[config.mk]
export PLATFORM = sky130hd
export DESIGN_NAME = spi_frame_tx_flat
export DESIGN_NICKNAME = d
export VERILOG_FILES = /design/src/rtl/spi_pkg.sv /design/src/rtl/spi_frame_tx_if.sv /design/src/rtl/spi_tick_gen.sv /design/src/rtl/spi_frame_tx.sv /design/src/flat_wrapper.sv
export SDC_FILE = /design/constraint.sdc
export NUM_CORES = 1
export LEC_CHECK = 0
export ABC_AREA = 0
export BUFFER_PORTS_ARGS = -buffer_cell sky130_fd_sc_hd__buf_2
export CAP_MARGIN = 30
export CELL_PAD_IN_SITES_DETAIL_PLACEMENT = 2
export CELL_PAD_IN_SITES_GLOBAL_PLACEMENT = 2
export CORE_MARGIN = 3
export CORE_UTILIZATION = 34
export DETAILED_ROUTE_END_ITERATION = 16
export PLACE_DENSITY_LB_ADDON = 0.1
export SLEW_MARGIN = 20
export SYNTH_ARGS = -nofsm -noshare
export SYNTH_HDL_FRONTEND = slang
export SYNTH_SLANG_ARGS = --single-unit
[constraint.sdc]
create_clock -name XTALCLK -period 2.55 [get_ports XTALCLK]
set_clock_uncertainty 0.1 [all_clocks]
set_input_delay 0.6375 -clock XTALCLK [delete_from_list [all_inputs] [get_ports XTALCLK]]
set_output_delay 0.6375 -clock XTALCLK [all_outputs]
set_load 0.05 [all_outputs]
[src/rtl/spi_pkg.sv]
// spi_pkg: frame geometry, FSM state encodings and register addresses shared with the register bank
package spi_pkg;
  localparam int FRAME_W = 16;
  localparam int ADDR_W = 8;
  localparam int DATA_W = 8;
  typedef logic [2:0] state_t;
  localparam state_t IDLE = 3'd0;
  localparam state_t SETUP = 3'd1;
  localparam state_t SHIFT = 3'd2;
  localparam state_t HOLD = 3'd3;
  localparam state_t GAP = 3'd4;
  localparam logic [ADDR_W-1:0] REG_LED = 8'd7;
  localparam logic [ADDR_W-1:0] REG_MUX = 8'd8;
endpackage

[src/rtl/spi_frame_tx_if.sv]
// spi_frame_tx_if: frame request handshake and receive-word return path
interface spi_frame_tx_if;
  import spi_pkg::*;
  logic tx_valid;
  logic tx_ready;
  logic [ADDR_W-1:0] tx_addr;
  logic [DATA_W-1:0] tx_data;
  logic [FRAME_W-1:0] rx_data;
  logic rx_valid;
  modport master(output tx_valid, tx_addr, tx_data, input tx_ready, rx_data, rx_valid);
  modport slave(input tx_valid, tx_addr, tx_data, output tx_ready, rx_data, rx_valid);
endinterface

[src/rtl/spi_tick_gen.sv]
// spi_tick_gen: half-period divider, one-cycle tick every DIV cycles, restartable
module spi_tick_gen #(
  parameter int DIV = 4
) (
  input  logic clk,
  input  logic rst,
  input  logic restart,
  output logic tick
);
  logic [7:0] cnt_q, cnt_d;
  assign tick = cnt_q == 8'(DIV - 1);
  always_comb cnt_d = (restart || tick) ? '0 : cnt_q + 8'd1;
  always_ff @(posedge clk) begin
    if (rst) cnt_q <= '0;
    else cnt_q <= cnt_d;
  end
endmodule

[src/rtl/spi_frame_tx.sv]
// spi_frame_tx: serialises one addr/value frame per handshake onto CS/CLK/MOSI, capturing MISO
module spi_frame_tx
  import spi_pkg::*;
#(
  parameter int CLKDIV = 4
) (
  input  logic           XTALCLK,
  input  logic           RST,
  spi_frame_tx_if.slave  bus,
  output logic           CS_O,
  output logic           CLK_O,
  output logic           MOSI_O,
  input  logic           MISO_I
);
  state_t state_q, state_d;
  logic cs_q, cs_d, sck_q, sck_d, mosi_q, mosi_d, rx_valid_q, rx_valid_d, tick, accept;
  logic [FRAME_W-1:0] tx_q, tx_d, rx_q, rx_d, rx_data_q, rx_data_d;
  logic [3:0] bit_q, bit_d;
  assign bus.tx_ready = state_q == IDLE && !RST;
  assign accept = bus.tx_valid && bus.tx_ready;
  assign bus.rx_data = rx_data_q;
  assign bus.rx_valid = rx_valid_q;
  assign CS_O = cs_q;
  assign CLK_O = sck_q;
  assign MOSI_O = mosi_q;
  spi_tick_gen #(.DIV(CLKDIV)) u_tick (.clk(XTALCLK), .rst(RST), .restart(accept), .tick(tick));
  // MOSI moves only on rising CLK so it is stable a full half period either side of the slave's falling-edge sample
  always_comb begin
    state_d = state_q;
    cs_d = cs_q;
    sck_d = sck_q;
    mosi_d = mosi_q;
    tx_d = tx_q;
    rx_d = rx_q;
    bit_d = bit_q;
    rx_data_d = rx_data_q;
    rx_valid_d = 1'b0;
    case (state_q)
      IDLE: if (accept) begin
        state_d = SETUP;
        cs_d = 1'b0;
        tx_d = {bus.tx_addr, bus.tx_data};
        mosi_d = bus.tx_addr[ADDR_W-1];
        bit_d = '0;
      end
      SETUP: if (tick) begin
        state_d = SHIFT;
        sck_d = 1'b1;
        mosi_d = tx_q[FRAME_W-1];
      end
      SHIFT: if (tick && sck_q) begin
        sck_d = 1'b0;
        tx_d = {tx_q[FRAME_W-2:0], 1'b0};
        rx_d = {rx_q[FRAME_W-2:0], MISO_I};
        bit_d = bit_q + 4'd1;
        state_d = bit_q == 4'd15 ? HOLD : SHIFT;
      end else if (tick) begin
        sck_d = 1'b1;
        mosi_d = tx_q[FRAME_W-1];
      end
      HOLD: if (tick) begin
        state_d = GAP;
        cs_d = 1'b1;
        mosi_d = 1'b0;
        rx_data_d = rx_q;
        rx_valid_d = 1'b1;
      end
      GAP: if (tick) state_d = IDLE;
      default: state_d = IDLE;
    endcase
  end
  always_ff @(posedge XTALCLK) begin
    if (RST) begin
      state_q <= IDLE;
      cs_q <= 1'b1;
      sck_q <= 1'b0;
      mosi_q <= 1'b0;
      tx_q <= '0;
      rx_q <= '0;
      bit_q <= '0;
      rx_data_q <= '0;
      rx_valid_q <= 1'b0;
    end else begin
      state_q <= state_d;
      cs_q <= cs_d;
      sck_q <= sck_d;
      mosi_q <= mosi_d;
      tx_q <= tx_d;
      rx_q <= rx_d;
      bit_q <= bit_d;
      rx_data_q <= rx_data_d;
      rx_valid_q <= rx_valid_d;
    end
  end
endmodule

[src/flat_wrapper.sv]
// flat-port wrapper written by rule: the top's interface ports become plain ports
module spi_frame_tx_flat import spi_pkg::*;
#(
  parameter int CLKDIV = 4
)
  (XTALCLK, RST, CS_O, CLK_O, MOSI_O, MISO_I, bus_tx_valid, bus_tx_addr, bus_tx_data, bus_tx_ready, bus_rx_data, bus_rx_valid);
  spi_frame_tx_if bus_i ();
  input  logic XTALCLK;
  input  logic RST;
  output logic CS_O;
  output logic CLK_O;
  output logic MOSI_O;
  input  logic MISO_I;
  input wire logic [$bits(bus_i.tx_valid)-1:0] bus_tx_valid;
  input wire logic [$bits(bus_i.tx_addr)-1:0] bus_tx_addr;
  input wire logic [$bits(bus_i.tx_data)-1:0] bus_tx_data;
  output wire logic [$bits(bus_i.tx_ready)-1:0] bus_tx_ready;
  output wire logic [$bits(bus_i.rx_data)-1:0] bus_rx_data;
  output wire logic [$bits(bus_i.rx_valid)-1:0] bus_rx_valid;
  assign bus_i.tx_valid = bus_tx_valid;
  assign bus_i.tx_addr = bus_tx_addr;
  assign bus_i.tx_data = bus_tx_data;
  assign bus_tx_ready = bus_i.tx_ready;
  assign bus_rx_data = bus_i.rx_data;
  assign bus_rx_valid = bus_i.rx_valid;
  spi_frame_tx #(.CLKDIV(CLKDIV)) u_core (.XTALCLK(XTALCLK), .RST(RST), .bus(bus_i), .CS_O(CS_O), .CLK_O(CLK_O), .MOSI_O(MOSI_O), .MISO_I(MISO_I));
endmodule
* Word level (Yosys, flattened, before mapping)
Index checks and enable logic that the tools add are counted. W data, S select, Z words.
Word-level totals: bits in writable memories 0, output and inout port bits 21, bits in latches 0, input bits 20, logic and storage cells 68, memories kept 0, register bits 67, ROM bits 0
Cells by class: eq/ne operators 12, mux-type cells 25, $mul 0, shift-type cells 0, divide/modulo/power cells 0, add/sub/neg operators 2, magnitude comparators 0, reduce and logical (&&, ||, !) cells 18, bitwise gates (word level) 1
Operators by type and width (count):
- $mux W16 | 2
- $pmux W16 S2 | 1
- $mux W3 | 5
- $pmux W3 S5 | 1
- $mux W1 | 10
- $add A8 B1 Y8 const B | 1
- $eq A8 B2 Y1 const B | 1
- $mux W4 | 2
- $ne A2 B1 Y1 const B | 4
- $pmux W4 S2 | 1
- $eq A3 B2 Y1 const B | 2
- $reduce_and A3 Y1 | 2
- $reduce_bool A2 Y1 | 3
- $reduce_and A5 Y1 | 1
- $add A4 B1 Y4 const B | 1
- $eq A4 B4 Y1 const B | 1
- $ne A2 B2 Y1 const B | 2
- $pmux W1 S2 | 2
- $pmux W1 S4 | 1
- $reduce_and A2 Y1 | 2
- $reduce_and A4 Y1 | 1
- $reduce_bool A4 Y1 | 1
- $reduce_or A2 Y1 | 2
- $eq A3 B1 Y1 const B | 1
- 6 further kinds | 8

* Longest topological paths before layout
depth in word-level cells 5, gate-level depth with buffers 8, depth with buffers taken out 5

* By module
A second synthesis with hierarchy kept.
Unflattened totals: cells, all modules 291, area, all modules 2772.7 um^2
Modules (own cells, without submodules):
- spi_frame_tx | cells each 254, seq. area each 1181.1 um^2, area an instance 2422.3 um^2, instances 1
- spi_tick_gen | cells each 37, seq. area each 160.2 um^2, area an instance 350.3 um^2, instances 1

* Worst setup path before layout
Ideal clock, no wire load.
path kind input -> register, from in RST, to reg u_core.mosi_q (netlist: u_core.MOSI_O), library setup time 91 ps, slack 84 ps, required time 2359 ps, cell stages on the path 5, arrival 2275 ps, buffers on the path 1, cell sequence buf_2 -> nor4_2 -> a32oi_1 -> o31a_1 -> a311oi_1
Between the ends: cells in the longest elaborated chain, start to end 5
RTL lines:
- start, declared | line flat_wrapper.sv:9 | input logic RST;
- $logic_not A1 Y1 | line spi_frame_tx.sv:19 | assign bus.tx_ready = state_q == IDLE && !RST;
- $logic_and A1 B1 Y1 | line spi_frame_tx.sv:19
- named net bus_tx_ready | line flat_wrapper.sv:17 | output wire logic [$bits(bus_i.tx_ready)-1:0] bus_tx_ready;
- $logic_and A1 B1 Y1 | line spi_frame_tx.sv:20 | assign accept = bus.tx_valid && bus.tx_ready;
- $ne A2 B2 Y1 (no line)
- $reduce_and A4 Y1 (no line)
- end signal, assigned | line spi_frame_tx.sv:87 | mosi_q <= mosi_d;
- end, declared | line spi_frame_tx.sv:16 | logic cs_q, cs_d, sck_q, sck_d, mosi_q, mosi_d, rx_valid_q, rx_valid_d, tick, accept;
The timed path passes the listed nets, and every way through them passes these cells. A chain may end at the register's enable or synchronous reset.

* Worst setup path in the final report
from reg u_core.state_q[0], to out bus_tx_ready
Between the ends: cells in the longest elaborated chain, start to end 2
RTL lines:
- start, declared | line spi_frame_tx.sv:15 | state_t state_q, state_d;
- start signal, assigned | line spi_frame_tx.sv:84 | state_q <= state_d;
- $logic_not A3 Y1 | line spi_frame_tx.sv:19
- $logic_and A1 B1 Y1 | line spi_frame_tx.sv:19
- end, declared | line flat_wrapper.sv:17
Every way passes these cells.

==> run_results.csv <==
group,metric,value,unit
power_and_ir_drop,design_power_total,2.14,mW
timing,clock.fmax,441,MHz
worst_setup_path,r2r_setup_slack,0.51,ns
final_layout,area_growth,16.9,%
power_and_ir_drop,power.leakage,1.32,nW
clocking,ctsResizeCount,0,
logic_synthesis,yosys.area.top_type,"dfxtp_1",
clocking,max-clock-path-buffers,2,
global_routing,grt_max_degree,56,
logic_synthesis,yosys-top-cells-area,"dfxtp_1 (48%), mux2i_1 (11%), a21oi_1 (6.9%), nand2_1 (5.5%), a211oi_1 (4.3%)",
timing,finalSetupTns,0,ns
detailed_routing,vias_per_cell,5.20,
worst_setup_path,r2r_start,"u_core.u_tick.cnt_q[0]",
clocking,post_cts_buffers,0,
timing,rsz0062_at_grt,"no",
logic_synthesis,synth_top_area_share,47.5,%
detailed_routing,drt_wl_total,7250,um
worst_hold_path,min_to,"u_core.u_tick.cnt_q[0]",
floorplanning,die-area,9430,um2
flow_run,maxCapViolCount,0,
final_layout,drive_above_1_share,20.8,%
clocking,numCtsBuffers,9,
timing,worst_slew_pin_slew,0.579,ns
final_layout,antenna_cells,0,
floorplanning,ioPinCount,41,
timing,maxSlewViolCount,0,
floorplanning,die_h,97.1,um
worst_setup_path,cp.required,1.81,ns
global_routing,gr-usage-all-layers,16.0,%
logic_synthesis,netlist_instances,308,
logic_synthesis,yosysWarningCount,0,
logic_synthesis,synth_common_cells,"dfxtp_1 (67), nand2_1 (41), a21oi_1 (39)",
logic_synthesis,async_flop_share,0,%
final_layout,regArea,1340,um2
detailed_routing,drt-initial-drc-count,65,
clocking,clock_latency,0.34,ns
worst_setup_path,end_kind,"output pin",
floorplanning,die_w,97.1,um
final_layout,fin_nets,368,
timing,min_period,2.27,ns
detailed_routing,vias,2356,
worst_setup_path,cp_max_fo,13,
floorplanning,rows,32,
final_layout,post-route-cell-area,3300,um2
detailed_routing,drcViolationCount,0,
outcome,run_status,"finished clean",
logic_synthesis,synth_edf_count,0,
placement,gp_congestion,0.742,
worst_hold_path,hp-start,"u_core.u_tick.cnt_q[0]",
timing,setup-violations-final,0,
floorplanning,coreArea,7890,um2
clocking,cts.clk_slew.worst_paths,0.07,ns
worst_setup_path,r2r_cells,7,
worst_setup_path,arrival,1.53,ns
global_routing,antenna_found_initial,0,
worst_setup_path,worstReg2RegEnd,"u_core.tx_q[14]",
final_layout,multiInputGateArea,1340,um2
logic_synthesis,ys_seq_elements,67,
power_and_ir_drop,peakVddDrop,0.270,mV
logic_synthesis,synth_nets,330,
worst_hold_path,hold_path.class,"reg -> reg",
logic_synthesis,syn_area,2820,um2
logic_synthesis,ys.flop_type,"dfxtp_1",
worst_hold_path,holdPathStages,1,
clocking,h-tree-depth,3,
logic_synthesis,ys_seq_area_share,47.5,%
clocking,cts_hold_buf,0,
timing,slew_headroom,61.0,%
final_layout,fin_util,41.8,%
clocking,cts_tree,"built",
placement,dpl_cell_area,3100,um2
clocking,root_buffer,"clkbuf_8",
logic_synthesis,yosysMostFrequentCell,"dfxtp_1",
global_routing,grt_pass1_vias,2485,
floorplanning,initial_core_util,35.8,%
timing,fin_crit_sh,88.9,%
detailed_routing,antenna_left,0,
global_routing,grt_pass1_wl,12400,um
power_and_ir_drop,powerDensity,650,nW/um2
placement,detailed_place_hpwl,4600,um
worst_setup_path,path_class,"reg -> out",
clocking,numClockSinks,67,
final_layout,fillers,895,
worst_setup_path,startpoint_type,"flip-flop",
timing,hold_viol_final,0,
detailed_routing,drtPass1Iterations,4,
detailed_routing,avgRoutedWirePerCell,16.0,um
global_routing,grt.overflow.total,0,
placement,portBuffers,40,
logic_synthesis,avgSynthCellArea,9.16,um2
logic_synthesis,yosysUniqueCellTypes,40,
==> where the power goes <==
group          switching, mW  leakage, nW  total [mW]  internal, mW
clock network          0.419       0.0991       0.892         0.474
logic                 0.0950        0.674       0.154        0.0588
registers             0.0212        0.543        1.10          1.07
==> per-layer routing <==
metal / up-vias / wire (um) / global-route usage [%]
li1: 1160 / - / -
met1: 1152 / 3570 / 21.4
met2: 33 / 3350 / 25.4
met3: 11 / 225 / 4.02
met4: 0 / 104 / 4.86
met5: - / 0 / 0
==> worst max-delay path by stage <==
stage | from | to | slack, ns | depth (start not counted)
5_1_grt | u_core.state_q[0] | bus_tx_ready | 0.15 | 2
4_1_cts | u_core.state_q[0] | bus_tx_ready | 0.27 | 2
3_3_place_gp | RST | bus_tx_ready | 0.46 | 3
6_report | u_core.state_q[0] | bus_tx_ready | 0.28 | 2
2_1_floorplan | RST | u_core.MOSI_O | 0.08 | 5
3_5_place_dp | RST | u_core.tx_q[9] | 0.35 | 6
==> cell usage in the layout, fill, tap and decap left out, types with 2 or more instances in the layout <==
cell      count
dfxtp_1      67
nand2_1      41
buf_2        40
a21oi_1      39
nor2_1       32
mux2i_1      31
a211oi_1     16
clkbuf_8     10
buf_4         9
nand3_1       7
xnor2_1       5
nor3_1        4
o21ai_0       4
and4_1        3
inv_1         3
a31oi_1       3
clkinv_2      3
nor2b_1       2
nand4_1       2
nand3b_1      2
xor2_1        2
a311oi_1      2
a41oi_1       2
ha_1          2
==> metrics by stage <==
| stage | hold slack [ns] | std cells | setup slack [ns] |
|---|---|---|---|
| 2_1_floorplan | 0.318 | 308 | 0.0841 |
| 3_3_place_gp | 0.337 | 437 | 0.463 |
| 3_5_place_dp | 0.345 | 437 | 0.355 |
| 4_1_cts | 0.364 | 453 | 0.270 |
| 5_1_grt | 0.380 | 453 | 0.151 |
| 6_report | 0.359 | 453 | 0.283 |
==> critical path: stages, from the launching register on <==
cell	delay, ns
dfxtp_1	0.45
nor4_2	0.41
buf_2	0.33
==> sequential cells by signal, summed over array words and instances, names as in the netlist <==
| register | flops |
|---|---|
| u_core.MOSI_O | 1 |
| u_core.CLK_O | 1 |
| u_core.bus.rx_valid | 1 |
| u_core.tx_q | 16 |
| u_core.bit_q | 4 |
| u_core.CS_O | 1 |
| u_core.u_tick.cnt_q | 8 |
| u_core.rx_q | 16 |
| u_core.state_q | 3 |
| u_core.bus.rx_data | 16 |
==> kinds of logic (layout without fill, tap and decap cells) <==
logic type,after synthesis,count (layout),synth area share [%]
buf+inv,26,69,5.14
fa+ha+maj,2,2,0.887
xor+xnor,7,7,2.17
compound gates,71,71,15.4
simple gates,104,104,17.8
mux,31,31,11.0
flops,67,67,47.5
==> area by class of cell <==
type	instances	area share, %
sequential	67	40.7
multi-input combinational	215	40.5
clock buffer	11	4.29
clock inverter	5	1.59
timing repair buffer	50	8.73
tap	102	3.87
inverter	3	0.342
No activity file was read; power rests on OpenSTA's default activity.
